File: src/rtl/ram_port_ctrl_pkg.sv
// ram_port_ctrl_pkg
// Shared definitions for the data-RAM port controller:
//   - state_t            controller FSM states
//   - DEFAULT_DATA_WIDTH default RAM word width (bits)
//   - DEFAULT_ADDR_BITS  default RAM word-address width
//   - FULL_MASK          all-ones byte mask for the default word width
package ram_port_ctrl_pkg;

    localparam int DEFAULT_DATA_WIDTH = 32;
    localparam int DEFAULT_ADDR_BITS  = 9;
    localparam int DEFAULT_MASK_BITS  = DEFAULT_DATA_WIDTH / 8;

    localparam logic [DEFAULT_MASK_BITS-1:0] FULL_MASK = '1;

    typedef enum logic [2:0] {
        IDLE    = 3'd0,
        RD      = 3'd1,
        CAP     = 3'd2,
        RSP     = 3'd3,
        WR      = 3'd4,
        RMW_RD  = 3'd5,
        RMW_CAP = 3'd6,
        RMW_WR  = 3'd7
    } state_t;

endpackage

File: src/rtl/ram_port_controller_merge.sv
// ram_byte_merge
// Combinational byte merge used by read-modify-write stores.
// Ports:
//   old_word    in   DATA_WIDTH  word read back from the RAM
//   new_word    in   DATA_WIDTH  store data
//   mask        in   MASK_BITS   byte select; bit i picks new_word byte i
//   merged_word out  DATA_WIDTH  old_word with the selected bytes replaced
module ram_byte_merge
    import ram_port_ctrl_pkg::*;
#(
    parameter  int DATA_WIDTH = DEFAULT_DATA_WIDTH,
    localparam int MASK_BITS  = DATA_WIDTH / 8
) (
    input  logic [DATA_WIDTH-1:0] old_word,
    input  logic [DATA_WIDTH-1:0] new_word,
    input  logic [MASK_BITS-1:0]  mask,
    output logic [DATA_WIDTH-1:0] merged_word
);

    always_comb begin
        merged_word = old_word;
        for (int i = 0; i < MASK_BITS; i++) begin
            if (mask[i]) begin
                merged_word[8*i +: 8] = new_word[8*i +: 8];
            end
        end
    end

endmodule

File: src/rtl/ram_port_controller.sv
// ram_port_controller
// Initiator-side controller for a single-port synchronous data RAM with a
// one-cycle registered read. Accepts one load/store at a time over a
// valid/ready request channel, returns load data over a valid/ready response
// channel. Sub-word stores are done as read-modify-write because the RAM has
// no byte enables.
//
// Build option: define RAM_PORT_CTRL_PARTIAL_WRITE_EN to enable partial
// stores (read-modify-write states and the byte merge). Without it the byte
// mask is ignored and every store writes the full word.
//
// Ports:
//   clock         in   1           rising-edge clock
//   reset         in   1           synchronous, active-high
//   req_valid     in   1           request present
//   req_ready     out  1           high only while idle
//   req_write     in   1           1 = store, 0 = load
//   req_addr      in   ADDR_BITS   word address
//   req_wdata     in   DATA_WIDTH  store data
//   req_bmask     in   MASK_BITS   store byte mask
//   rsp_valid     out  1           load data available
//   rsp_ready     in   1           core accepts load data
//   rsp_rdata     out  DATA_WIDTH  load data, stable while rsp_valid
//   ram_enable    out  1           RAM port enable
//   write_enable  out  1           RAM write enable
//   ram_address   out  ADDR_BITS   RAM word address
//   ram_wdata     out  DATA_WIDTH  RAM write data
//   ram_rdata     in   DATA_WIDTH  RAM registered read data
module ram_port_controller
    import ram_port_ctrl_pkg::*;
#(
    parameter  int DATA_WIDTH = DEFAULT_DATA_WIDTH,
    parameter  int ADDR_BITS  = DEFAULT_ADDR_BITS,
    localparam int MASK_BITS  = DATA_WIDTH / 8
) (
    input  logic                  clock,
    input  logic                  reset,
    input  logic                  req_valid,
    output logic                  req_ready,
    input  logic                  req_write,
    input  logic [ADDR_BITS-1:0]  req_addr,
    input  logic [DATA_WIDTH-1:0] req_wdata,
    input  logic [MASK_BITS-1:0]  req_bmask,
    output logic                  rsp_valid,
    input  logic                  rsp_ready,
    output logic [DATA_WIDTH-1:0] rsp_rdata,
    output logic                  ram_enable,
    output logic                  write_enable,
    output logic [ADDR_BITS-1:0]  ram_address,
    output logic [DATA_WIDTH-1:0] ram_wdata,
    input  logic [DATA_WIDTH-1:0] ram_rdata
);

    state_t                state;
    state_t                state_next;
    logic [ADDR_BITS-1:0]  addr_q;
    logic [DATA_WIDTH-1:0] wdata_q;
    logic [DATA_WIDTH-1:0] rdata_q;
    logic                  accept;

    assign accept      = req_valid && (state == IDLE);
    assign req_ready   = (state == IDLE);
    assign rsp_valid   = (state == RSP);
    assign rsp_rdata   = rdata_q;
    assign ram_address = addr_q;
    assign ram_wdata   = wdata_q;

`ifdef RAM_PORT_CTRL_PARTIAL_WRITE_EN
    localparam logic [MASK_BITS-1:0] ALL_BYTES = {MASK_BITS{1'b1}};

    logic [MASK_BITS-1:0]  bmask_q;
    logic [DATA_WIDTH-1:0] merged_word;

    // The merge sees the RAM read data during RMW_CAP; the result replaces
    // the latched store data so RMW_WR writes it through ram_wdata.
    ram_byte_merge #(
        .DATA_WIDTH (DATA_WIDTH)
    ) u_merge (
        .old_word    (ram_rdata),
        .new_word    (wdata_q),
        .mask        (bmask_q),
        .merged_word (merged_word)
    );
`else
    // Byte mask has no meaning when every store is a full-word write.
    logic unused_bmask;
    assign unused_bmask = ^req_bmask;
`endif

    always_ff @(posedge clock) begin
        if (reset) begin
            state   <= IDLE;
            addr_q  <= '0;
            wdata_q <= '0;
            rdata_q <= '0;
`ifdef RAM_PORT_CTRL_PARTIAL_WRITE_EN
            bmask_q <= '0;
`endif
        end else begin
            state <= state_next;
            if (accept) begin
                addr_q  <= req_addr;
                wdata_q <= req_wdata;
`ifdef RAM_PORT_CTRL_PARTIAL_WRITE_EN
                bmask_q <= req_bmask;
`endif
            end
            if (state == CAP) begin
                rdata_q <= ram_rdata;
            end
`ifdef RAM_PORT_CTRL_PARTIAL_WRITE_EN
            if (state == RMW_CAP) begin
                wdata_q <= merged_word;
            end
`endif
        end
    end

    always_comb begin
        state_next = state;
        case (state)
            IDLE: begin
                if (req_valid) begin
                    if (!req_write) begin
                        state_next = RD;
`ifdef RAM_PORT_CTRL_PARTIAL_WRITE_EN
                    end else if (req_bmask == ALL_BYTES) begin
                        state_next = WR;
                    end else if (req_bmask != '0) begin
                        state_next = RMW_RD;
                    end else begin
                        // Empty mask: accepted and retired without touching the RAM.
                        state_next = IDLE;
`else
                    end else begin
                        state_next = WR;
`endif
                    end
                end
            end
            RD:      state_next = CAP;
            CAP:     state_next = RSP;
            RSP:     if (rsp_ready) state_next = IDLE;
            WR:      state_next = IDLE;
`ifdef RAM_PORT_CTRL_PARTIAL_WRITE_EN
            RMW_RD:  state_next = RMW_CAP;
            RMW_CAP: state_next = RMW_WR;
            RMW_WR:  state_next = IDLE;
`endif
            default: state_next = IDLE;
        endcase
    end

    // RAM strobes depend on state alone; the merge cycle (RMW_CAP) is idle on the port.
    always_comb begin
        ram_enable   = 1'b0;
        write_enable = 1'b0;
        case (state)
            RD: begin
                ram_enable = 1'b1;
            end
            WR: begin
                ram_enable   = 1'b1;
                write_enable = 1'b1;
            end
`ifdef RAM_PORT_CTRL_PARTIAL_WRITE_EN
            RMW_RD: begin
                ram_enable = 1'b1;
            end
            RMW_WR: begin
                ram_enable   = 1'b1;
                write_enable = 1'b1;
            end
`endif
            default: begin
                ram_enable   = 1'b0;
                write_enable = 1'b0;
            end
        endcase
    end

endmodule

File: config.mk
export PLATFORM = sky130hd
export DESIGN_NAME = ram_port_controller
export DESIGN_NICKNAME = d
export VERILOG_FILES = /design/src/rtl/ram_port_ctrl_pkg.sv /design/src/rtl/ram_port_controller_merge.sv /design/src/rtl/ram_port_controller.sv
export SDC_FILE = /design/constraint.sdc
export NUM_CORES = 1
export LEC_CHECK = 0
export ABC_AREA = 0
export BUFFER_PORTS_ARGS = -buffer_cell sky130_fd_sc_hd__buf_2
export CORE_ASPECT_RATIO = 1.25
export CORE_UTILIZATION = 49
export CTS_BUF_LIST = sky130_fd_sc_hd__clkbuf_8 sky130_fd_sc_hd__clkbuf_16
export DETAILED_ROUTE_END_ITERATION = 6
export PLACE_DENSITY = 0.83
export SYNTH_ARGS = -nofsm -noshare
export SYNTH_HDL_FRONTEND = slang
export SYNTH_HIERARCHICAL = 1
export SYNTH_SLANG_ARGS = --single-unit
File: constraint.sdc
create_clock -name clock -period 1.8 [get_ports clock]
set_input_delay 0.27 -clock clock [delete_from_list [all_inputs] [get_ports clock]]
set_output_delay 0.27 -clock clock [all_outputs]
set_load 0.05 [all_outputs]
# Word-level counts from Yosys, hierarchy flattened
# Index checks and enable logic that the tools add are counted.
# op_classes
n_eq_ne,6
muxes,6
n_reduce_logical,4
# ops
cell,n
$pmux W3 S4,1
$mux W3,3
$eq A3 B2 Y1 const B,2
$eq A3 B1 Y1 const B,1
$eq A3 B3 Y1 const B,1
$logic_not A3 Y1,1
$mux W1,2
$ne A2 B1 Y1 const B,1
$ne A2 B2 Y1 const B,1
$reduce_and A2 Y1,1
$reduce_or A2 Y1,1
$logic_and A1 B1 Y1,1
# totals
register_bits,76
in_bits,82
out_inout_bits,77
word_cells,20

# Logic depth before layout (Yosys ltp)
# Gate-level depths: netlist (run 1).
# logic_depth
word_depth,3
mapped_depth,5
ltp_nobuf,2

# Worst setup path before layout (run 1)
# No wires, ideal clock.
# synth_path
kind,reg-to-output
startpoint,reg state[0]
endpoint,out write_enable
arrival_time_ns,1.587
required_time_ns,1.530
path_slack_ns,-0.057
stages_incl_launch_ff,3
n_path_buf,1
path_cell_list,dfxtp_1 > buf_6 > nor3b_1
# synth_between
elab_chain_cells,2
# synth_lines
element,line_no,text
from (decl),ram_port_controller.sv:54,state_t state;
from (signal assigned),ram_port_controller.sv:100,state <= state_next;
$eq A3 B3 Y1,ram_port_controller.sv:158,case (state)
$mux W1,ram_port_controller.sv:158,
to (decl),ram_port_controller.sv:48,"output logic write_enable,"
# No other way between the ends.

# Worst setup path after layout (run 1)
# layout_path
startpoint,reg state[0]
endpoint,out ram_enable
# layout_between
elab_chain_cells,3
word_cells_on_any_way,4
classes_between,2 x eq/ne; 1 x mux; 1 x reduce/logical
# layout_lines
element,line_no,text
$eq A3 B3 Y1 / $eq A3 B1 Y1 (equally long branches),ram_port_controller.sv:158,
$reduce_or A2 Y1 (no source line) *,-,
$mux W1 *,ram_port_controller.sv:158,
to (decl),ram_port_controller.sv:47,"output logic ram_enable,"
# Mark *: on every way between the ends. The rest lies on a longest branch, timed or not.

==> results of run 1 <==
[worst reg2reg max path, delay by kind of cell, from the launching register on]
kind,cells,cell delay (ns)
buffers and inverters,1,0.31
AND/OR/NAND/NOR,1,0.35
flip-flops,1,0.44
multiplexers,1,0.27
[metrics by stage]
stage	hold slack [ns]	instances
after floorplan	0.425	338
after global placement	0.456	558
after detailed placement	0.461	558
after CTS	0.168	574
after global routing	0.176	574
final	0.186	574
[how the worst max path moves through the flow]
stage / start / slack (ns) / to
final: state[0] / 0.15 / ram_enable
after global routing: state[0] / 0.02 / ram_enable
after CTS: state[0] / 0.12 / ram_enable
after detailed placement: state[0] / 0.37 / ram_wdata[0]
after global placement: state[0] / 0.43 / ram_address[7]
after floorplan: state[2] / 0.02 / req_ready
[where the power goes]
part           leakage [nW]  switching, mW  total (mW)  internal (mW)
logic                  1.35          0.631       0.960          0.329
registers             0.621         0.0617        1.85           1.79
clock network         0.131          0.596        1.59          0.991
[sequential cells by signal (all words and copies together) (netlist names)]
| name | cells |
|---|---|
| ram_address | 9 |
| ram_wdata | 32 |
| rsp_rdata | 32 |
| state | 3 |
[cells in the final DEF (no fill, tap or decap), drive strengths merged]
cell type,instances
a21boi,1
nand2b,146
xnor2,1
nor3,1
inv,1
clkbuf,11
o211a,1
nor4b,1
nor2,3
and3b,1
nand2,1
nor3b,3
o21a,1
clkinv,1
mux2i,73
dfxtp,76
nand3,1
buf,158
bufinv,3
[kinds of logic after synthesis]
| family | count (synthesis) | synth area share, % |
|---|---|---|
| buffers and inverters | 28 | 6.39 |
| AO/OA/AOI/OAI | 3 | 0.714 |
| multiplexers | 73 | 20.9 |
| flip-flops | 76 | 43.4 |
| AND/OR/NAND/NOR | 157 | 28.4 |
| XOR/XNOR | 1 | 0.250 |
[routing by layer]
| layer | GRT usage, % | routed length (um) | vias to the layer above |
|---|---|---|---|
| li1 | - | - | 1364 |
| met1 | 18.2 | 2750 | 1226 |
| met2 | 32.8 | 3440 | 92 |
| met3 | 3.47 | 378 | 20 |
| met4 | 11.5 | 234 | 0 |
| met5 | 0 | 0 | - |
[layout make-up]
type	instances	share of cell area, %
Sequential cell	76	34.0
Multi-Input combinational cell	234	39.5
Clock buffer	11	3.38
Clock inverter	5	2.21
Tap cell	90	2.51
Timing Repair Buffer	158	18.4
==> impl_results.md, run 1 <==
* Outcome: complete, no violations
* Grt ovf at 0
* Design Area, Final at 0.00448 mm2
* Final Core Density at 64.6%
* Final setup fails at 0
* Worst path bufs/invs at 1
* Die area at 0.00749 mm2
* Share of layout cells above drive strength 1 at 36.4%
* Number of synthesized register bits at 76
* Synth area leaders: dfxtp_1 (43%), nand2b_1 (26%), mux2i_1 (21%), buf_12 (2.3%), buf_6 (1.9%)
* R2R setup slack at 0.36 ns
* Drt via density at 4.71
* DRC Markers at 0
* Clock Pin Slew Worst Setup and Hold Paths at 0.08 ns
* Final Power at 4.40 mW
* Netlist area before placement at 0.00350 mm2
* Setup bufs post-CTS at 0
* Crit path launch type: register
* Final min period at 1.65 ns
* CP delay by family, top: flip-flops
* Area share of the largest cell type after synthesis at 43.4%
* Core area at 0.00693 mm2
* DP HPWL at 4810 um
* Dpl ws at 0.374 ns
* Reg-to-reg startpoint: state[0]
* Area Growth Syn to Fin at 27.8%
* Skew final at 0.00958 ns
* Via count at 2702
* Crit Path Class: register to output port
* CP endpoint kind: output port
* Worst hold path class: input port to register
* Cells on Worst Hold Path at 3
* Netlist cell types at 19
* # hold bufs at CTS at 0
* Maximum fanout along the worst path at 10
* Final WS setup at 0.151 ns
* Clock sinks at 76
* GR Util All Layers at 17.7%
* Post-cts resize count at 0
* Vias in the first global route at 2459
* Number of max-cap violations at 0
* CTS H-tree depth at 3
* Fin crit share at 91.6%
* Worst vdd ir at 648 uV
* Placement Rows at 34
* Final slew viol count at 0
* Port buffer count at 154
* Final hold vios at 0
* Antenna-violating nets left at 0
* Drt pass-1 iters at 4
* Number of diodes at 0
* Cells along the critical path: xnor2_1 -> nor2_1 -> buf_2
* Terminus of the critical flop-to-flop path: ram_wdata[2]
* CTS root buf: clkbuf_8
* Skew-Pair Late Insertion Delay at 0.33 ns
* Cell depth of the worst setup path at 3
* Worst-margin pin slew at 0.509 ns
* CTS tree: built
* WHS Endpoint: rsp_rdata[6]
* Chip Width at 77.6 um
* GPL Wtd Cong at 0.700
* Req. time, crit path at 1.53 ns
* Largest net degree at the start of global routing at 81
* Reg area at 0.00152 mm2
* Die H at 96.5 um
* Hold_sp: ram_rdata[6]
* Async SR Flop Fraction at 0%
* Initial core utilization at 50.5%
* Setup_tns at 0 ns
* Max-slew headroom at 66.1%
* First-pass GRT wire length at 10500 um
* Sequential area share after synthesis at 43.4%
* WL/cell at 11.9 um
* Post-synth top cells: nand2b_1 (146), dfxtp_1 (76), mux2i_1 (73)
* FMAX at 0.606 GHz
* Clock buffer depth at 2
* Crit-path slowest cell: dfxtp_1
* Top FF cell, synth: dfxtp_1
* RSZ-0062 raised after global routing: false
* Nets at 561
* Total CTS buffers at 9
* Post-Route WL at 6800 um
* Mapped Nets at 420
* Filler cells at 558
* Max stage delay on crit path at 0.58 ns
* Most common cell in the synthesized netlist: nand2b_1
* Synth Instances at 338
* Leakage Power at 2.10 nW
* Syn Area/Cell at 10.4 um2
* Post-place instance area at 0.00423 mm2
* CP arrival at 1.38 ns
* # IOs at 159
* Post-synth EDFFs at 0
* Synth warn at 6
* Reg2reg path depth at 3
* Antenna violations before repair at 0
* Cell type with the largest total area after synthesis: dfxtp_1
* Starting DRT DRC Count at 97
* Power Density at 983 mW/mm2
* Area taken by multi-input logic gates at 0.00177 mm2
No activity file was read; power rests on OpenSTA's default activity.
==> inputs of run 2 (changes only) <==
--- a/config.mk
+++ b/config.mk
@@ -7,11 +7,13 @@
 export LEC_CHECK = 0
 export ABC_AREA = 0
 export BUFFER_PORTS_ARGS = -buffer_cell sky130_fd_sc_hd__buf_2
+export CELL_PAD_IN_SITES_DETAIL_PLACEMENT = 1
+export CELL_PAD_IN_SITES_GLOBAL_PLACEMENT = 1
 export CORE_ASPECT_RATIO = 1.25
-export CORE_UTILIZATION = 49
+export CORE_UTILIZATION = 37
 export CTS_BUF_LIST = sky130_fd_sc_hd__clkbuf_8 sky130_fd_sc_hd__clkbuf_16
 export DETAILED_ROUTE_END_ITERATION = 6
-export PLACE_DENSITY = 0.83
+export PLACE_DENSITY_LB_ADDON = 0.1
 export SYNTH_ARGS = -nofsm -noshare
 export SYNTH_HDL_FRONTEND = slang
 export SYNTH_HIERARCHICAL = 1
==> impl_results.md, run 2 (synthesis results as in run 1) <==
* Vias in the first global route at 2734 (+11%)
* Die H at 111 um (+15%)
* Most frequent cells in the layout: buf_2 (154), nand2b_1 (146), dfxtp_1 (76), mux2i_1 (73), clkbuf_16 (9)
* Worst-margin pin slew at 0.445 ns (-0.0642 ns)
* # hold bufs at CTS at 0 (unchanged)
* Clock sinks at 76 (unchanged)
* Port buffer count at 154 (unchanged)
* Post-Route WL at 8120 um (+19%)
* Final min period at 1.67 ns (+0.0200 ns)
* Worst vdd ir at 535 uV (-18%)
* Met2 wire length at 4080 um (+19%)
* Setup_tns at 0 ns (unchanged)
* Leakage Power at 2.14 nW (+2.0%)
* Setup bufs post-CTS at 0 (unchanged)
* Maximum fanout along the worst path at 10 (unchanged)
* Starting DRT DRC Count at 71 (-27%)
* CP arrival at 1.40 ns (+0.02 ns)
* CTS tree: built
* Total CTS buffers at 9 (unchanged)
* Final slew viol count at 0 (unchanged)
* Fin crit share at 92.7% (+1.1 points)
* Final setup fails at 0 (unchanged)
* CP endpoint kind: output port
* Number of max-cap violations at 0 (unchanged)
* Initial core utilization at 38.2% (-12 points)
* Clock Pin Slew Worst Setup and Hold Paths at 0.06 ns (-0.02 ns)
* DP HPWL at 5640 um (+17%)
* Reg area at 0.00152 mm2 (unchanged)
* Skew-Pair Late Insertion Delay at 0.33 ns (about the same)
* Drt pass-1 iters at 4 (unchanged)
* FMAX at 0.599 GHz (-1.2%)
* Area taken by multi-input logic gates at 0.00177 mm2 (unchanged)
* RSZ-0062 raised after global routing: false
* # IOs at 159 (unchanged)
* Crit path launch type: register
* Met3 wire length at 533 um (+41%)
* Req. time, crit path at 1.53 ns (about the same)
* GPL Wtd Cong at 0.677 (-3.3%)
* Drt via density at 4.49 (-4.6%)
* Area Growth Syn to Fin at 31.8%
* Antenna violations before repair at 0 (unchanged)
* First-pass GRT wire length at 12500 um (+20%)
* Top Layer Used: met4
* Most common cell after layout, fill and taps aside: buf_2
* Filler cells at 1081 (+94%)
* Die area at 0.00986 mm2 (+32%)
* Largest net degree at the start of global routing at 149 (+84%)
* Skew final at 0.00582 ns (-0.00377 ns)
* Final Core Density at 50.3% (-14 points)
* Crit Path Class: register to output port
* Number of diodes at 0 (unchanged)
* Grt ovf at 0 (unchanged)
* Outcome: complete, no violations
* Clock buffer depth at 2 (unchanged)
* M1 WL at 3320 um (+21%)
* Share of layout cells above drive strength 1 at 36.6% (+0.21 points)
* Power Density at 1050 mW/mm2 (+6.4%)
* Worst hold path class: input port to register
* Nets at 561 (unchanged)
* CTS H-tree depth at 3 (unchanged)
* Post-cts resize count at 0 (unchanged)
* DRC Markers at 0 (unchanged)
* Final hold vios at 0 (unchanged)
* Core area at 0.00917 mm2 (+32%)
* Placement Rows at 39 (+15%)
* WL/cell at 13.4 um (+13%)
* Max-slew headroom at 70.3% (+4.3 points)
* Chip Width at 89.0 um (+15%)
* Antenna-violating nets left at 0 (unchanged)
* Via count at 2727 (+0.93%)
* GR Util All Layers at 16.5% (-1.1 points)
* CTS root buf: clkbuf_16
## run 2: changes by cell type in the layout (fill, tap and decap cells not counted), sizes merged
cell / before / now
inv: 1 / 0
clkinv: 1 / 2
clkbuf: 11 / 12
bufinv: 3 / 2
## run 2: worst max-delay path, stage by stage, from the launching register on
cell and delay, ns:
dfxtp_1 0.58, nand2_1 0.09, nor2_1 0.12, buf_2 0.28
## run 2: final timing paths
kind	start	end	slack, ns	cells after the start
max	state[0]	rsp_valid	0.13	3
min	req_addr[3]	ram_address[3]	0.20	3
max reg2reg	state[1]	rsp_rdata[30]	0.34	3
min reg2reg	ram_wdata[14]	ram_wdata[14]	0.47	2
## run 2: layout make-up
class | count | share of cell area (%)
repair buffers | 158 | 18.2
clock buffers | 12 | 5.77
multi-input cells | 234 | 38.3
clock inverters | 4 | 1.52
well taps | 123 | 3.33
flip-flops and latches | 76 | 32.9
## run 2: metal layers
layer,track usage (%),vias to the layer above
met5,0,-
met4,8.36,0
met3,4.17,12
met2,28.9,85
met1,18.0,1263
li1,-,1367
## run 2: power breakdown
part	leakage (nW)	switching [mW]	internal, mW
clock network	0.169	0.672	1.32
logic	1.35	0.642	0.333
registers	0.621	0.0649	1.79
total	2.14	1.38	3.45
## run 2: stage by stage
stage | setup WS (ns) | area (um2) | power (mW) | hold slack, ns | instances
floorplan | 0.0220 | 3510 | 2.66 | 0.425 | 338
global placement | 0.432 | 4280 | 2.86 | 0.455 | 591
detailed placement | 0.349 | 4280 | 2.88 | 0.467 | 591
CTS | 0.117 | 4620 | 4.91 | 0.182 | 607
global route | 0.0263 | 4620 | 5.04 | 0.200 | 607
finish | 0.131 | 4620 | 4.83 | 0.197 | 607
